`config.mk`:
```
export PLATFORM = sky130hd
export DESIGN_NAME = seven_seg_scanner
export DESIGN_NICKNAME = d
export VERILOG_FILES = /design/src/rtl/seg_pkg.sv /design/src/rtl/hex_to_seg.sv /design/src/rtl/seven_seg_scanner.sv
export SDC_FILE = /design/constraint.sdc
export NUM_CORES = 1
export LEC_CHECK = 0
export ABC_CLOCK_PERIOD_IN_PS = 7400
export CAP_MARGIN = 10
export CORE_MARGIN = 2
export CORE_UTILIZATION = 51
export DETAILED_ROUTE_END_ITERATION = 6
export GPL_TIMING_DRIVEN = 0
export PLACE_DENSITY = 0.71
export SYNTH_ARGS = -nofsm -noshare
export SYNTH_HDL_FRONTEND = slang
export SYNTH_SLANG_ARGS = --single-unit
```
`constraint.sdc`:
```
create_clock -name clk_in -period 7.4 [get_ports clk_in]
set_input_delay 1.48 -clock clk_in [delete_from_list [all_inputs] [get_ports clk_in]]
set_output_delay 1.48 -clock clk_in [all_outputs]
set_load 0.02 [all_outputs]
```
`src/rtl/seg_pkg.sv`:
```
// Shared seven-segment types: glyph table, scan FSM states, dark pattern.
// Segment bit order is {g,f,e,d,c,b,a}, all active-low.
package seg_pkg;

  localparam logic [6:0] SEG_OFF = 7'h7F;

  typedef enum logic [1:0] {
    IDLE,
    BLANK,
    SHOW
  } state_e;

  localparam logic [6:0] GLYPH [16] = '{
    7'h40, 7'h79, 7'h24, 7'h30,
    7'h19, 7'h12, 7'h02, 7'h78,
    7'h00, 7'h10, 7'h08, 7'h03,
    7'h46, 7'h21, 7'h06, 7'h0E
  };

endpackage

```
`src/rtl/hex_to_seg.sv`:
```
// Hex nibble to active-low seven-segment glyph.
// Ports: nib (4-bit value), seg (segments {g..a}, active-low).
module hex_to_seg
  import seg_pkg::*;
(
  input  logic [3:0] nib,
  output logic [6:0] seg
);

  assign seg = GLYPH[nib];

endmodule

```
`src/rtl/seven_seg_scanner.sv`:
```
// Multiplexed N-digit common-anode scanner with frame-synchronous load.
// Ports: clk_in, reset (async, active-low), enable, load_valid/
// load_ready/load_data/load_dp handshake, seg, dp, an (all active-low),
// frame_done pulse. Define SEGSCAN_LZB_EN for leading-zero blanking.
module seven_seg_scanner
  import seg_pkg::*;
#(
  parameter int NUM_DIGITS   = 4,
  parameter int SCAN_DIV     = 100000,
  parameter int BLANK_CYCLES = 1000
) (
  input  logic                    clk_in,
  input  logic                    reset,
  input  logic                    enable,
  input  logic                    load_valid,
  output logic                    load_ready,
  input  logic [4*NUM_DIGITS-1:0] load_data,
  input  logic [NUM_DIGITS-1:0]   load_dp,
  output logic [6:0]              seg,
  output logic                    dp,
  output logic [NUM_DIGITS-1:0]   an,
  output logic                    frame_done
);

  localparam int MAXC = (SCAN_DIV > BLANK_CYCLES)
                      ? SCAN_DIV : BLANK_CYCLES;
  localparam int CW = $clog2(MAXC + 1);
  localparam int IW = $clog2(NUM_DIGITS);
  localparam int DW = 4 * NUM_DIGITS;
  localparam int BL = (BLANK_CYCLES > 0) ? BLANK_CYCLES - 1 : 0;

  localparam logic [CW-1:0] SHOW_LAST  = CW'(SCAN_DIV - 1);
  localparam logic [CW-1:0] BLANK_LAST = CW'(BL);
  localparam logic [IW-1:0] IDX_LAST   = IW'(NUM_DIGITS - 1);
  // With no blank interval each slot goes straight to SHOW.
  localparam state_e POST = (BLANK_CYCLES == 0) ? SHOW : BLANK;

  state_e                state_q, state_d;
  logic [CW-1:0]         cnt_q, cnt_d;
  logic [IW-1:0]         idx_q, idx_d;
  logic [DW-1:0]         disp_q, disp_d;
  logic [DW-1:0]         pend_q, pend_d;
  logic [NUM_DIGITS-1:0] disp_dp_q, disp_dp_d;
  logic [NUM_DIGITS-1:0] pend_dp_q, pend_dp_d;
  logic                  pend_full_q, pend_full_d;
  logic [NUM_DIGITS-1:0] an_q, an_d;
  logic [6:0]            seg_q, seg_d;
  logic                  dp_q, dp_d;
  logic                  fd_q, fd_d;

  logic       start;
  logic       xfer;
  logic [3:0] nib;
  logic       dp_bit;
  logic       lit;
  logic [6:0] glyph;

  always_comb begin
    state_d = state_q;
    cnt_d   = cnt_q + 1'b1;
    idx_d   = idx_q;
    fd_d    = 1'b0;
    start   = 1'b0;
    unique case (state_q)
      IDLE: begin
        cnt_d = '0;
        idx_d = '0;
        if (enable) begin
          state_d = POST;
          start   = 1'b1;
        end
      end
      BLANK: begin
        if (cnt_q == BLANK_LAST) begin
          state_d = SHOW;
          cnt_d   = '0;
        end
      end
      SHOW: begin
        if (cnt_q == SHOW_LAST) begin
          state_d = POST;
          cnt_d   = '0;
          if (idx_q == IDX_LAST) begin
            idx_d = '0;
            fd_d  = 1'b1;
            start = 1'b1;
          end else begin
            idx_d = idx_q + 1'b1;
          end
        end
      end
      default: state_d = IDLE;
    endcase
    if (!enable) begin
      state_d = IDLE;
      cnt_d   = '0;
      idx_d   = '0;
      fd_d    = 1'b0;
      start   = 1'b0;
    end
  end

  assign xfer = load_valid && !pend_full_q;

  always_comb begin
    pend_d      = pend_q;
    pend_dp_d   = pend_dp_q;
    pend_full_d = pend_full_q;
    disp_d      = disp_q;
    disp_dp_d   = disp_dp_q;
    if (xfer) begin
      pend_d      = load_data;
      pend_dp_d   = load_dp;
      pend_full_d = 1'b1;
    end
    if (start) begin
      if (pend_full_q) begin
        disp_d      = pend_q;
        disp_dp_d   = pend_dp_q;
        pend_full_d = 1'b0;
      end else if (xfer) begin
        // Empty slot at a frame start: bypass straight to display.
        disp_d      = load_data;
        disp_dp_d   = load_dp;
        pend_full_d = 1'b0;
      end
    end
  end

  // Outputs are computed from next-state values so they are registered
  // yet change on the same edge as the state/idx transition.
  always_comb begin
    nib    = '0;
    dp_bit = 1'b0;
    for (int i = 0; i < NUM_DIGITS; i++) begin
      if (idx_d == IW'(i)) begin
        nib    = disp_d[4*i +: 4];
        dp_bit = disp_dp_d[i];
      end
    end
`ifdef SEGSCAN_LZB_EN
    lit = (idx_d == '0);
    for (int i = 0; i < NUM_DIGITS; i++) begin
      if (disp_d[4*i +: 4] != 4'h0 && IW'(i) >= idx_d) begin
        lit = 1'b1;
      end
    end
`else
    lit = 1'b1;
`endif
  end

  hex_to_seg u_dec (
    .nib (nib),
    .seg (glyph)
  );

  always_comb begin
    an_d  = '1;
    seg_d = SEG_OFF;
    dp_d  = 1'b1;
    if (state_d == SHOW && lit) begin
      an_d[idx_d] = 1'b0;
      seg_d       = glyph;
      dp_d        = ~dp_bit;
    end
  end

  always_ff @(posedge clk_in or negedge reset) begin
    if (!reset) begin
      state_q     <= IDLE;
      cnt_q       <= '0;
      idx_q       <= '0;
      disp_q      <= '0;
      disp_dp_q   <= '0;
      pend_q      <= '0;
      pend_dp_q   <= '0;
      pend_full_q <= 1'b0;
      an_q        <= '1;
      seg_q       <= SEG_OFF;
      dp_q        <= 1'b1;
      fd_q        <= 1'b0;
    end else begin
      state_q     <= state_d;
      cnt_q       <= cnt_d;
      idx_q       <= idx_d;
      disp_q      <= disp_d;
      disp_dp_q   <= disp_dp_d;
      pend_q      <= pend_d;
      pend_dp_q   <= pend_dp_d;
      pend_full_q <= pend_full_d;
      an_q        <= an_d;
      seg_q       <= seg_d;
      dp_q        <= dp_d;
      fd_q        <= fd_d;
    end
  end

  assign load_ready = ~pend_full_q;
  assign an         = an_q;
  assign seg        = seg_q;
  assign dp         = dp_q;
  assign frame_done = fd_q;

endmodule

```
# == Word-level counts from Yosys, hierarchy flattened ==
# Memories as Yosys holds them, arrays and structs flattened.
# Cells that the tools add are included.
# word_totals
elab_cells,79
output_inout_bits,14
mem_count,1
romBits,112
input_bits,24
reg_bits,75
# mem_list
memory,words,word_bits,rd,rd_clocked_by_memory_dff,write_ports,line_no,rtl
(name not given),16,7,1,0,0,hex_to_seg.sv:10,assign seg = GLYPH[nib];
# classes
magnitude_cmp,3
mux,43
n_eq_ne,9
n_reduce_logical,5
addsub,2
n_bitwise,4
# ops
op,n
$mux 17,3
$pmux 17 s3,1
$mux 16,3
$mux 4,8
$mux 7,3
$add 17x1->17 const B,1
$eq 17x10->1 const B,1
$eq 17x17->1 const B,1
$mux 1,15
$mux 2,6
$eq 2x2->1 const B,5
$pmux 2 s3,1
$ge 5x5->1 const B,1
$not 4->5,1
$eq 2x1->1 const B,2
$logic_not 2->1,2
$not 4->4,1
$pmux 2 s2,1
$lt 2x3->1 const B,1
$add 2x1->2 const B,1
$demux 1 s2,1
$ge 2x1->1 const B,1
$logic_and 1x1->1,2
$not 1->1,2
2 further kinds,2

# == Logic depth before layout (Yosys ltp) ==
# Gate-level depths: netlist of run 1.
# depth
depth_word,15
ltp_mapped,16
mapped_depth_nobuf,14

# == Hierarchy ==
# From an unflattened synthesis of run 1, not the netlist that was laid out.
# unflattened
cells_unflattened,362
hier_area_um2,3783.6
# by_module_without_submodules
mod,instances,cells_per_inst,area_per_inst_um2
seven_seg_scanner,1,330,3508.4
hex_to_seg,1,32,275.3

# == Worst setup path after synthesis of run 1 ==
# OpenSTA, ideal clock, no wires.
# synth_timing
path_kind,input port to flip-flop
start,input enable
end,register seg_q[4] (netlist: seg[4])
arrival_ps,3970
n_path_buf,2
slack_ps,3354
stages,12
required_time_ps,7323
path_cell_list,buf_2 nor2b_1 and3_1 a21o_1 clkbuf_1 a22oi_1 o211ai_1 o22ai_1 or2_2 ha_1 mux2_4 a21o_1
# synth_via
elab_chain_cells,11
word_cells_on_any_way,18
classes_between,eq/ne: 4; mux: 11; bitwise: 1; reduce/logical: 1; memory: 1
# synth_rtl
item,line_no,rtl
start: declaration,seven_seg_scanner.sv:14,"input logic enable,"
$mux 1,seven_seg_scanner.sv:94,if (!enable) begin
$mux 16,seven_seg_scanner.sv:116,if (start) begin
net disp_d[1],seven_seg_scanner.sv:41,"logic [DW-1:0] disp_q, disp_d;"
$mux 4 (4 in a row),seven_seg_scanner.sv:136,if (idx_d == IW'(i)) begin
$not 4->5 (implied by the code),hex_to_seg.sv:10,
$mem_v2 16x7,--,
$mux 7 (implied by the code) (2 in a row),hex_to_seg.sv:10,
$mux 7,seven_seg_scanner.sv:162,if (state_d == SHOW && lit) begin
net seg_d[4],seven_seg_scanner.sv:47,"logic [6:0] seg_q, seg_d;"
end signal: assignment,seven_seg_scanner.sv:193,seg_q <= seg_d;
end: declaration,seven_seg_scanner.sv:47,
# The timed path passes the listed nets, and every way through them passes these cells. The select of a mux whose other input is x is not followed.
# A chain may end at the register's enable or synchronous reset.

# == Worst setup path after layout of run 1 ==
# layout_timing
start,input load_valid
end,register seg_q[3] (netlist: seg[3])
# layout_via
word_cells_on_any_way,13
classes_between,mux: 10; bitwise: 1; reduce/logical: 1; memory: 1
# layout_rtl
item,line_no,rtl
start: declaration,seven_seg_scanner.sv:15,"input logic load_valid,"
$logic_and 1x1->1,seven_seg_scanner.sv:103,assign xfer = load_valid && !pend_full_q;
$mux 16,seven_seg_scanner.sv:121,end else if (xfer) begin
$mux 16,seven_seg_scanner.sv:117,if (pend_full_q) begin
$mux 16,seven_seg_scanner.sv:116,
net disp_d[8],seven_seg_scanner.sv:41,
$mux 4 (2 in a row),seven_seg_scanner.sv:136,
$not 4->5 (implied by the code),hex_to_seg.sv:10,
$mem_v2 16x7,--,
$mux 7 (implied by the code) (2 in a row),hex_to_seg.sv:10,
$mux 7,seven_seg_scanner.sv:162,
net seg_d[3],seven_seg_scanner.sv:47,
# The timed path passes the listed nets, and every way through them passes these cells. The select of a mux whose other input is x is not followed.

==> results of run 1 <==
==> per-layer routing <==
metal  up-vias  track usage [%]  share of wire (%)
li1       1450                -                  -
met1      1473             28.2                 47
met2        87             32.8                 47
met3        11             3.27                4.2
met4         0             7.44                1.3
met5         -                0                  0
==> cells in the mapped netlist, drive strengths merged (4+ instances only) <==
library cell   n
nand2         96
dfrtp         63
nor2          29
a22oi         13
dfstp         12
o21ai         12
clkbuf        10
xor2          10
buf            9
nor2b          9
o211ai         9
ha             8
inv            8
and2           7
nand3          7
or2            7
a31oi          6
and3           6
nor4           6
o22ai          6
xnor2          5
a22o           4
mux2           4
mux2i          4
nand4          4
o32a           4
==> final cells by class <==
class                   instances  area (um^2)
fillers                       614         2690
clock inverters                 6          111
repair buffers                 37          378
multi-input cells             287         1750
plain buffers                  19         92.6
flip-flops and latches         75         1890
clock buffers                  10          138
inverters                       9         33.8
well taps                      99          124
==> worst paths after layout <==
path                         startpoint           end  slack [ps]  cells after the start
max reg2reg                    cnt_q[0]        seg[3]        3640                     15
max                          load_valid        seg[3]        2940                     13
min in group asynchronous         reset      cnt_q[7]        1070                      1
min reg2reg                pend_dp_q[1]  pend_dp_q[1]         480                      2
min                        pend_dp_q[1]  pend_dp_q[1]         480                      2
max in group asynchronous         reset         an[1]        5700                      2
==> per-stage QoR <==
step | utilization [%] | power, mW | cells
finish | 62.7 | 1.09 | 542
global route | 62.7 | 1.14 | 542
CTS | 62.7 | 1.09 | 542
detailed placement | 59.2 | 0.702 | 526
global placement | 59.0 | 0.692 | 525
floorplan | - | 0.638 | 390
==> power by group <==
part           internal [mW]  switching [mW]  leakage [nW]
combinational         0.0929           0.113         0.918
sequential             0.462          0.0295         0.931
clock                  0.234           0.155         0.123
==> worst max-delay path, cell delays in order <==
cell	delay (ps)
clkdlybuf4s50_1	520
nor2b_1	190
clkbuf_1	400
buf_1	460
nand2_1	150
o211ai_1	230
o22ai_1	120
nor2_1	340
inv_1	170
ha_1	340
nor2_1	50
a211oi_1	210
a31oi_1	60
==> cells by family (layout without fill, tap and decap cells) <==
kind of cell | count (synthesis) | in the layout | share of synthesized area [%]
flip-flops | 75 | 75 | 50.1
AND/OR/NAND/NOR | 186 | 186 | 23.5
XOR/XNOR | 15 | 15 | 3.48
buffers and inverters | 28 | 81 | 3.35
multiplexers | 8 | 8 | 2.55
AO/OA/AOI/OAI | 70 | 70 | 14.3
adder cells (fa/ha/maj) | 8 | 8 | 2.65
==> registers in the layout, summed over array words and instances, names as in the netlist <==
signal and count:
disp_q 16, state_q 2, pend_full_q 1, frame_done 1
idx_q 2, dp 1, cnt_q 17, pend_q 16
seg 7, an 4, disp_dp_q 4, pend_dp_q 4
==> summary.md, run 1 <==
| Metric | Value |
|---|---|
| CP Data Required Time | `approximately 7700 ps` |
| Die ar. | `roughly 0.0081 mm^2` |
| Commonest non-fill, non-tap cell in the layout | `nand2_1` |
| Clk_skew | `roughly 13 ps` |
| Design area | `between 0.004 and 0.005 mm^2` |
| DP Worst Slack | `between 2000 and 3000 ps` |
| Final min period | `4460 ps` |
| Bufs on Longest Clock Path | `2` |
| Post-CTS Setup Inserts | `0` |
| Remaining global-route overflow | `0` |
| Hold Slack | `478 ps` |
| Yosys cell types | `55` |
| Kind of critical path | `primary input to register` |
| CP Max Fanout | `10` |
| Async set-reset flop share out of synthesis | `100%` |
| DRC | `0` |
| Worst-Margin Slew | `598 ps` |
| IO Port Bufs | `36` |
| Final ANT Viol Nets | `0` |
| Starting density of the core | `52.3%` |
| DR vias | `3,021` |
| Skew-Pair Late Insertion Delay | `roughly 340 ps` |
| Static Leak | `between 1.5 and 2 nW` |
| Routed WL | `roughly 8000 um` |
| Post-synthesis cell count | `390` |
| Critical path data arrival time | `4710 ps` |
| Num CTS Buffers | `9` |
| DIE WIDTH | `around 90 um` |
| H-tree Lvls | `3` |
| Share of cells above drive strength 1 | `a little over an eighth` |
| First-pass GRT wire length | `between 10,000 and 15,000 um` |
| Site row count | `31` |
| Rel. slew slack | `approximately three fifths` |
| Final WS setup | `2940 ps` |
| Avg WL per Cell | `14.9 um` |
| Largest net degree at the start of global routing | `between 40 and 50` |
| Status | `completed` |
| Syn-to-layout area delta | `19.9%` |
| Number of synthesized register bits | `75` |
| Number of I/O pins | `38` |
| Fin crit share | `about three fifths` |
| Antenna cells | `0` |
| DP Wirelength | `between 5000 and 6000 um` |
| Placeable Area | `around 0.0072 mm^2` |
| Vias in the first global route | `2,850` |
| Startpoint Class | `primary input` |
| Sequential area share after synthesis | `about half` |
| Die Span Y | `around 90 um` |
| Most frequent cells in the layout | `nand2_1 (96), dfrtp_1 (63), clkdlybuf4s50_1 (35)` |
| Hold crit path type | `register to register` |
| Fmax | `approximately 220 MHz` |
| Post-synth top area share | `a little over two fifths` |
| Post-synth net total | `422` |
| DR vias/cell | `roughly 5.6` |
| Net count, final | `470` |
| Worst vdd ir | `~0.11 mV` |
| Maxcap violations | `0` |
| Area after DPL | `between 0.004 and 0.005 mm^2` |
| DRT Pass-1 Iters | `4` |
| Cell taking the most area after synthesis | `dfrtp_1` |
| Synthesis Warnings | `0` |
| Mapped Area | `0.00377 mm^2` |
| Setup violations, final | `0` |
| PostCTS Resize Cnt | `0` |
| RePlAce Congestion | `around 0.8` |
| Hold Buf Count CTS | `0` |
| Final setup TNS | `0 ps` |
| Initial antenna violation count | `0` |
| CP endpoint kind | `register` |
| TritonCTS clock tree | `yes` |
| Top cells by area, synth | `dfrtp_1 (42%), nand2_1 (9.6%), dfstp_2 (8.4%), nor2_1 (2.9%), ha_1 (2.7%)` |
| Dominant register cell in the synthesized netlist | `dfrtp_1` |
| # clock sinks | `75` |
| Root Driver | `clkbuf_8` |
| Final Max Slew Viols | `0` |
| Clock transition at path regs | `80 ps` |
| PD cells | `approximately 240 mW/mm^2` |
| Total GRT Usage | `between 20 and 25%` |
| Synthesized area per cell | `9.67 um^2` |
| Initial DRC Count | `between 100 and 150` |
| EDFF count, synth | `0` |
| Final Hold Vio Count | `0` |
| RSZ-0062 raised after global routing | `no` |
(Power assumes the default switching activity.)
==> inputs of run 2 (changes only) <==
--- a/config.mk
+++ b/config.mk
@@ -5,13 +5,13 @@
 export SDC_FILE = /design/constraint.sdc
 export NUM_CORES = 1
 export LEC_CHECK = 0
-export ABC_CLOCK_PERIOD_IN_PS = 7400
+export ABC_CLOCK_PERIOD_IN_PS = 4100
 export CAP_MARGIN = 10
 export CORE_MARGIN = 2
 export CORE_UTILIZATION = 51
 export DETAILED_ROUTE_END_ITERATION = 6
 export GPL_TIMING_DRIVEN = 0
-export PLACE_DENSITY = 0.71
+export PLACE_DENSITY = 0.74
 export SYNTH_ARGS = -nofsm -noshare
 export SYNTH_HDL_FRONTEND = slang
 export SYNTH_SLANG_ARGS = --single-unit
==> constraint.sdc (replaced) <==
create_clock -name clk_in -period 4.1 [get_ports clk_in]
set_input_delay 0.82 -clock clk_in [delete_from_list [all_inputs] [get_ports clk_in]]
set_output_delay 0.82 -clock clk_in [all_outputs]
set_load 0.02 [all_outputs]
==> summary.md, run 2 (same netlist as run 1, synthesis figures left out) <==
| Metric | Value |
|---|---|
| Status | `completed` |
| Final Hold Vio Count | `0` |
| Hold crit path type | `primary input to asynchronous set/reset pin` |
| Initial DRC Count | `145` |
| Antenna cells | `0` |
| Startpoint Class | `primary input` |
| Clock transition at path regs | `~90 ps` |
| Starting density of the core | `between 50% and 60%` |
| # clock sinks | `75` |
| Area occupied by multi-input gates | `roughly 0.0018 mm^2` |
| Root Driver | `clkbuf_8` |
| Top cell by count, worst path | `nor2_1` |
| Fmax | `269 MHz` |
| Sequential cell area | `0.00189 mm^2` |
| Largest registers | `cnt_q (17), disp_q (16), pend_q (16)` |
| Static Leak | `slightly below 2 nW` |
| Fillers | `about 620` |
| CP max stage cell | `clkdlybuf4s50_1` |
| Commonest non-fill, non-tap cell in the layout | `nand2_1` |
| DRC | `0` |
| CP endpoint kind | `register` |
| Critical path's top delay family | `buffers and inverters` |
| DR vias | `roughly 3,000` |
| PD cells | `roughly 430 mW/mm^2` |
| Final WS setup | `378 ps` |
| IO Port Bufs | `36` |
| TritonCTS clock tree | `yes` |
| RSZ-0062 raised after global routing | `no` |
| DRT Pass-1 Iters | `4` |
| Avg WL per Cell | `about 15 um` |
| Remaining global-route overflow | `0` |
| Largest Register | `cnt_q` |
| DR vias/cell | `about 5.5` |
| Critical path data arrival time | `3980 ps` |
| Rel. slew slack | `about 59%` |
| Final ANT Viol Nets | `0` |
| Max reg flops | `17` |
| Number of I/O pins | `38` |
| Largest net degree at the start of global routing | `47` |
| Skew-Pair Late Insertion Delay | `360 ps` |
| Post-CTS Setup Inserts | `0` |
| CP Max Fanout | `10` |
| Syn-to-layout area delta | `19.7%` |
| Vias in the first global route | `2,753` |
| Setup violations, final | `0` |
| DP Wirelength | `5480 um` |
| Die Span Y | `90.0 um` |
| H-tree Lvls | `3` |
| First-pass GRT wire length | `roughly 13,000 um` |
| Site row count | `31` |
| Net count, final | `between 400 and 500` |
| Share of cells above drive strength 1 | `approximately an eighth` |
| Most frequent cells in the layout | `nand2_1 (96), dfrtp_1 (63), clkdlybuf4s50_1 (35)` |
| Die ar. | `0.00810 mm^2` |
| DIE WIDTH | `approximately 90 um` |
| Maxcap violations | `0` |
| Clk_skew | `14.8 ps` |
| Fin crit share | `about nine tenths` |
| PostCTS Resize Cnt | `0` |
| Total GRT Usage | `just over 20%` |
| Crit path buf inv count | `4` |
| Hold Buf Count CTS | `0` |
| CP Data Required Time | `between 4000 and 5000 ps` |
| Final min period | `3720 ps` |
| CP cell instances | `clkdlybuf4s50_1 -> nor2b_1 -> clkbuf_1 -> buf_1 -> nand2_1 -> o211ai_1 -> o22ai_1 -> nor2_1 -> inv_1 -> ha_1 -> nor2_1 -> a211oi_1 -> a31oi_1` |
| Routed WL | `a little under 8000 um` |
| Bufs on Longest Clock Path | `2` |
| Kind of critical path | `primary input to register` |
| RePlAce Congestion | `between 0.8 and 0.9` |
| Placeable Area | `a little over 0.007 mm^2` |
| Worst-Margin Slew | `622 ps` |
| Hold Slack | `between 300 and 400 ps` |
| Initial antenna violation count | `0` |
| Worst vdd ir | `between 0.2 and 0.25 mV` |
| Num CTS Buffers | `9` |
| Final Max Slew Viols | `0` |
| CP peak stage delay | `around 520 ps` |
| DP Worst Slack | `around 19 ps` |
[run 2: cell types whose count changed in the layout (fill, tap and decap cells not counted)]
| cell | before | now |
|---|---|---|
| clkinv_4 | 0 | 1 |
| inv_6 | 1 | 0 |
| buf_16 | 0 | 1 |
| buf_12 | 1 | 0 |
| clkinvlp_4 | 1 | 0 |
| clkbuf_8 | 10 | 9 |
| clkbuf_1 | 10 | 12 |
[run 2: final timing paths]
check | start | end | slack [ps] | cells after the start
worst max-delay path | load_valid | seg[3] | 380 | 13
worst min-delay path | reset | cnt_q[5] | 380 | 1
worst max register to register | cnt_q[0] | seg[3] | 410 | 15
worst min register to register | pend_q[11] | pend_q[11] | 480 | 2
max in group asynchronous | reset | dp | 3090 | 2
min in group clk_in | pend_q[11] | pend_q[11] | 480 | 2
[run 2: worst register-to-register path: stages, from the launching register on]
cell and delay, ps:
dfrtp_1 400, ha_1 250, and4_4 270, and4_4 230, buf_6 140, mux2_4 310, a32oi_2 210, clkinv_1 350
nand2_1 210, o22ai_1 90, nor2_1 320, inv_1 160, ha_1 330, nor2_1 50, a211oi_1 210, a31oi_1 70
[run 2: metrics by stage]
step                std cells  TNS, ps  total power, mW  instance area [um^2]  utilization (%)
finish                    542        0             1.94                  4520             62.6
global route              542        0             2.03                  4520             62.6
global placement          525   -20910             1.25                  4260             59.0
detailed placement        526        0             1.26                  4280             59.3
floorplan                 390        0             1.15                  3770                -
CTS                       542        0             1.94                  4520             62.6
[run 2: layer usage]
layer / vias up / global-route usage, % / wire (um)
met4: 0 / 7.82 / 80
met1: 1431 / 29.0 / 4010
met2: 71 / 31.0 / 3560
li1: 1444 / - / -
met5: - / 0 / 0
met3: 8 / 3.02 / 295
[run 2: where the power goes]
group / internal, mW / switching [mW]
combinational: 0.168 / 0.201
clock: 0.405 / 0.277
sequential: 0.833 / 0.0514
[run 2: final cells by class]
cell class	count	area share (%)
clock inverters	5	2.30
inverters	9	0.748
flip-flops and latches	75	41.9
repair buffers	37	8.53
plain buffers	19	2.05
clock buffers	11	2.91
multi-input cells	287	38.8
well taps	99	2.74
